[src/rtl/countdown_controller.sv]
// Countdown clock sequencer: mm:ss BCD down-counter driven by a 1 Hz tick.
// Ports: clk_50MHz/set_n clock and async reset; clk_1Hz divider input;
//   load_p/start_p/pause_p/clear_p button pulses; preset_mm/preset_ss BCD
//   preset; div_rst_n divider reset; min/sec digits; state; alarm; done_p;
//   err (last load rejected).
module countdown_controller #(
    parameter int ALARM_SECS = 5
) (
    input  logic       clk_50MHz,
    input  logic       set_n,
    input  logic       clk_1Hz,
    input  logic       load_p,
    input  logic       start_p,
    input  logic       pause_p,
    input  logic       clear_p,
    input  logic [7:0] preset_mm,
    input  logic [7:0] preset_ss,
    output logic       div_rst_n,
    output logic [3:0] min_tens,
    output logic [3:0] min_ones,
    output logic [3:0] sec_tens,
    output logic [3:0] sec_ones,
    output logic [1:0] state,
    output logic       alarm,
    output logic       done_p,
    output logic       err
);

    typedef enum logic [1:0] {
        IDLE  = 2'b00,
        RUN   = 2'b01,
        PAUSE = 2'b10,
        DONE  = 2'b11
    } state_e;

    localparam logic [7:0] ALARM_INIT = 8'(ALARM_SECS);

    state_e      state_q, state_d;
    logic [15:0] cnt_q, cnt_d;
    logic [15:0] preset_q, preset_d;
    logic [7:0]  acnt_q, acnt_d;
    logic        alarm_q, alarm_d;
    logic        done_q, done_d;
    logic        err_q, err_d;
    logic        div_q, div_d;
    logic        prev_q;

    logic        tick;
    logic        valid;
    logic [15:0] preset_in;
    logic [15:0] dec;

    assign tick      = clk_1Hz & ~prev_q;
    assign preset_in = {preset_mm, preset_ss};
    assign valid     = (preset_mm[7:4] <= 4'd9) && (preset_mm[3:0] <= 4'd9)
                    && (preset_ss[7:4] <= 4'd5) && (preset_ss[3:0] <= 4'd9);

    // BCD decrement with borrow ripple; never applied to 00:00.
    always_comb begin
        dec = cnt_q;
        if (cnt_q[3:0] != 4'd0) begin
            dec[3:0] = cnt_q[3:0] - 4'd1;
        end else begin
            dec[3:0] = 4'd9;
            if (cnt_q[7:4] != 4'd0) begin
                dec[7:4] = cnt_q[7:4] - 4'd1;
            end else begin
                dec[7:4] = 4'd5;
                if (cnt_q[11:8] != 4'd0) begin
                    dec[11:8] = cnt_q[11:8] - 4'd1;
                end else begin
                    dec[11:8]  = 4'd9;
                    dec[15:12] = cnt_q[15:12] - 4'd1;
                end
            end
        end
    end

    always_comb begin
        state_d  = state_q;
        cnt_d    = cnt_q;
        preset_d = preset_q;
        acnt_d   = acnt_q;
        alarm_d  = alarm_q;
        done_d   = 1'b0;
        err_d    = err_q;
        unique case (state_q)
            IDLE: begin
                if (clear_p) begin
                    cnt_d = preset_q;
                    err_d = 1'b0;
                end else if (start_p) begin
                    if (cnt_q != 16'h0000) state_d = RUN;
                end else if (load_p) begin
                    if (valid) begin
                        preset_d = preset_in;
                        cnt_d    = preset_in;
                        err_d    = 1'b0;
                    end else begin
                        err_d = 1'b1;
                    end
                end
            end
            RUN: begin
                if (clear_p) begin
                    state_d = IDLE;
                    cnt_d   = preset_q;
                    err_d   = 1'b0;
                end else if (tick && dec == 16'h0000) begin
                    state_d = DONE;
                    cnt_d   = dec;
                    done_d  = 1'b1;
                    alarm_d = (ALARM_INIT != 8'd0);
                    acnt_d  = ALARM_INIT;
                end else begin
                    // a coincident tick still lands before the pause
                    if (tick) cnt_d = dec;
                    if (pause_p) state_d = PAUSE;
                end
            end
            PAUSE: begin
                if (clear_p) begin
                    state_d = IDLE;
                    cnt_d   = preset_q;
                    err_d   = 1'b0;
                end else if (start_p) begin
                    state_d = RUN;
                end
            end
            DONE: begin
                if (clear_p) begin
                    state_d = IDLE;
                    cnt_d   = preset_q;
                    alarm_d = 1'b0;
                    acnt_d  = 8'd0;
                    err_d   = 1'b0;
                end else if (tick && acnt_q != 8'd0) begin
                    acnt_d = acnt_q - 8'd1;
                    if (acnt_q == 8'd1) alarm_d = 1'b0;
                end
            end
            default: state_d = IDLE;
        endcase
    end

    // Registered so the divider leaves reset on the edge that enters RUN.
    assign div_d = (state_d == RUN) || (state_d == DONE);

    always_ff @(posedge clk_50MHz or negedge set_n) begin
        if (!set_n) begin
            state_q  <= IDLE;
            cnt_q    <= 16'h0000;
            preset_q <= 16'h0000;
            acnt_q   <= 8'd0;
            alarm_q  <= 1'b0;
            done_q   <= 1'b0;
            err_q    <= 1'b0;
            div_q    <= 1'b0;
            prev_q   <= 1'b0;
        end else begin
            state_q  <= state_d;
            cnt_q    <= cnt_d;
            preset_q <= preset_d;
            acnt_q   <= acnt_d;
            alarm_q  <= alarm_d;
            done_q   <= done_d;
            err_q    <= err_d;
            div_q    <= div_d;
            prev_q   <= clk_1Hz;
        end
    end

    assign div_rst_n = div_q;
    assign min_tens  = cnt_q[15:12];
    assign min_ones  = cnt_q[11:8];
    assign sec_tens  = cnt_q[7:4];
    assign sec_ones  = cnt_q[3:0];
    assign state     = state_q;
    assign alarm     = alarm_q;
    assign done_p    = done_q;
    assign err       = err_q;

endmodule

[config.mk]
export PLATFORM = sky130hd
export DESIGN_NAME = countdown_controller
export DESIGN_NICKNAME = d
export VERILOG_FILES = /design/src/rtl/countdown_controller.sv
export SDC_FILE = /design/constraint.sdc
export NUM_CORES = 1
export LEC_CHECK = 0
export ABC_CLOCK_PERIOD_IN_PS = 2450
export BUFFER_PORTS_ARGS = -buffer_cell sky130_fd_sc_hd__buf_4
export CAP_MARGIN = 10
export CORE_MARGIN = 3
export CORE_UTILIZATION = 35
export DETAILED_ROUTE_END_ITERATION = 12
export PLACE_DENSITY_LB_ADDON = 0.12
export SYNTH_ARGS = -nofsm -noshare
export SYNTH_HDL_FRONTEND = slang
export SYNTH_SLANG_ARGS = --single-unit
[constraint.sdc]
create_clock -name clk_50MHz -period 2.45 [get_ports clk_50MHz]
set_clock_uncertainty 0.1 [all_clocks]
set_input_delay 0.1225 -clock clk_50MHz [delete_from_list [all_inputs] [get_ports clk_50MHz]]
set_output_delay 0.1225 -clock clk_50MHz [all_outputs]
set_load 0.02 [all_outputs]
==> results.md <==
- Distinct cells, synth: 56
- Root Driver: clkbuf_8
- DRT antenna net count: 0
- Worst-path cell with the longest stage delay: or4_1
- Hold violation total from the final report: 0
- PD cells: 552 nW/um^2
- DIE HEIGHT: 94.7 um
- MaxCap Viol Count: 0
- Leak pwr: 1.55 nW
- Req. time, crit path: 2.55 ns
- Post-Synth Simple-Gate Area: 20.8%
- Outcome: finished clean
- Initial antenna violation count: 0
- Total gr overflow: 0
- Sequential area share after synthesis: 42.7%
- Worst hold path startpoint: load_p
- Final Setup Violations: 0
- Asr flop ratio synth: 100%
- Gpl congestion: 0.853
- Final Slew Violations: 0
- Reg2Reg Launch Point: cnt_q[5]
- Synth Area in XOR/XNOR: 0.953%
- Startpoint types: flip-flop
- Synthesized flop and latch total: 47
- Post-DP HPWL: 5140 um
- Setup TNS: 0 ns
- First-pass GRT wire length: 12400 um
- Die area: 8980 um^2
- Minimum clock period: 2.27 ns
- Drt pass-1 iters: 4
- CP max FO: 5
- Largest family of logic cells by synthesized area: compound AO/OA/AOI/OAI gates
- DR WL/cell: 15.7 um
- Area Overhead vs Synth: 31.2%
- Vias per Instance: 5.30
- Synth area leaders: dfrtp_1, mux2_2, o21ai_0
- Max Buffers Root-to-Sink: 2
- Mean post-synth cell area: 9.38 um^2
- Count leader, synth: dfrtp_1
- Io pins: 45
- Area leader, netlist: dfrtp_1
- Filler Cell Count: 742
- Max Fclk: 441 MHz
- RSZ-0062 raised after global routing: no
- Critical path's largest stage delay: 0.60 ns
- Mapped Cells: 294
- Crit end category: flip-flop
- Number of synthesized flops with an enable pin: 0
- Cell area after synthesis: 2760 um^2
- Residual DRC: 0
- Routed via count: 2490
- Number of clock sinks: 47
- H-Tree Depth: 2
- Die Width: 94.7 um
- Crit path DAT: 2.37 ns
- Adder-cell area share of the yosys netlist: 2.27%
- Slew margin rel.: 58.3%
- Syn nets: 322
- Initial Utilization: 37.0%
- Layout cell share with drive strength beyond 1: 27.5%
- CTS clk-pin slew, worst paths: 0.09 ns
- Maximum VDD drop: 0.200 mV
- Port bufs: 44
- Cts bufs inserted: 5
- CTS tree: done
- Multiplexer share of the synthesized area: 7.67%
- Cells along the critical path: or4_1 -> nor4_4 -> xnor2_1 -> nand4_1 -> buf_4 -> a221oi_1
- Beginning of the critical path: cnt_q[5]
- Main flop type after synthesis: dfrtp_1
- Yosys warnings: 0
- Via count of the first global-routing pass: 2458
- Fin nets: 398
- Core Rows: 31
- WL final: 7380 um
- Clock Latency Late Sink: 0.30 ns
- Largest net degree at the start of global routing: 48
- Crit Path Class: flip-flop to flip-flop
- Number of diodes: 0
- Synth Area in Compound Gates: 21.7%
- Tot GR Track Use: 17.7%
- Worst-Margin Slew: 0.625 ns
- Hold Slack: 0.0415 ns
- Post-synth top cells: dfrtp_1, nor2_1, nand2_1, o21ai_0, a21oi_1
- Final core occ: 48.6%
- Synth top area share: 42.7%
- Core box area: 7450 um^2
- DRT iter0 DRCs: 108
- Final Cycle Share: 92.5%
- Min-Delay Path Class: input port to flip-flop
-- metrics by stage --
step | cells | setup WS, ns | total power, mW | cell area (um^2)
finish | 470 | 0.183 | 1.99 | 3620
global route | 470 | 0.0217 | 2.12 | 3620
CTS | 469 | 0.0776 | 2.03 | 3600
detailed placement | 441 | 0.114 | 1.51 | 3320
global placement | 441 | 0.226 | 1.51 | 3320
floorplan | 294 | 0.108 | 1.26 | 2760
-- sequential cells by signal (all words and copies together) (netlist names) --
signal	cells
done_p	1
preset_q	16
div_rst_n	1
state	2
cnt_q	16
acnt_q	8
prev_q	1
alarm	1
err	1
-- worst paths after layout --
kind | end | slack, ns | cells after the start
worst max-delay path | acnt_q[0] | 0.18 | 6
worst min-delay path | err | 0.04 | 3
worst max register to register | acnt_q[0] | 0.18 | 6
worst min register to register | preset_q[12] | 0.41 | 1
max in group asynchronous | cnt_q[7] | 1.56 | 2
min in group asynchronous | err | 0.27 | 2
-- final cells by class --
type	instances	area, um^2	area share [%]
Clock inverter	2	12.5	0.346
Clock buffer	6	72.6	2.01
Inverter	8	30.0	0.830
Tap cell	99	124	3.43
Multi-Input combinational cell	222	1490	41.3
Sequential cell	47	1180	32.5
Timing Repair Buffer	86	708	19.6
-- critical path: cells and delay by family, from the launching register on --
family                    cells  cell delay, ns
buffers and inverters         1            0.17
xor gates and xnor gates      1            0.21
and+or+nand+nor               3            1.05
DFF                           1            0.38
AOI/OAI and AO/OA             1            0.25
-- layer usage --
metal,track usage [%],vias up,part of all wire (%)
li1,-,1238,-
met1,24.0,1204,49
met2,29.2,46,48
met3,2.71,2,2.9
met4,5.05,0,0.50
met5,0,-,0
-- timing repair --
item / CTS / global route
endpoints found under the setup margin: 0 / 2
buffers inserted: 0 / 1
gates resized for setup: 0 / 1
hold buffers: 20 / 0
endpoints found under the hold margin: 67 / 0
-- cell usage in the layout (no fill, tap or decap), types with 4 or more instances in the layout --
master | synthesis | layout
o21ai_0 | 21 | 21
or3_1 | 4 | 4
dlygate4sd3_1 | 0 | 20
nor2_1 | 25 | 25
clkbuf_8 | 0 | 5
mux2_2 | 16 | 16
or4_1 | 6 | 6
a21oi_1 | 19 | 19
nor3_1 | 7 | 7
nor4_1 | 4 | 4
a31oi_1 | 12 | 12
ha_1 | 5 | 5
dfrtp_1 | 47 | 47
nor2b_1 | 4 | 4
o21ai_1 | 8 | 8
nand2_1 | 24 | 24
inv_1 | 8 | 8
buf_4 | 1 | 65
-- cell families after synthesis --
logic type      count (synthesis)
simple gates                  101
compound gates                 94
flops                          47
buf+inv                        25
mux                            19
fa+ha+maj                       5
xor+xnor                        3
-- power breakdown --
group          internal, mW  switching (mW)  total, mW  leakage, nW
combinational         0.278           0.319      0.597        0.900
clock                 0.200           0.276      0.476       0.0412
sequential            0.859          0.0613      0.921        0.609
total                  1.34           0.656       1.99         1.55
(Power assumes the default switching activity.)
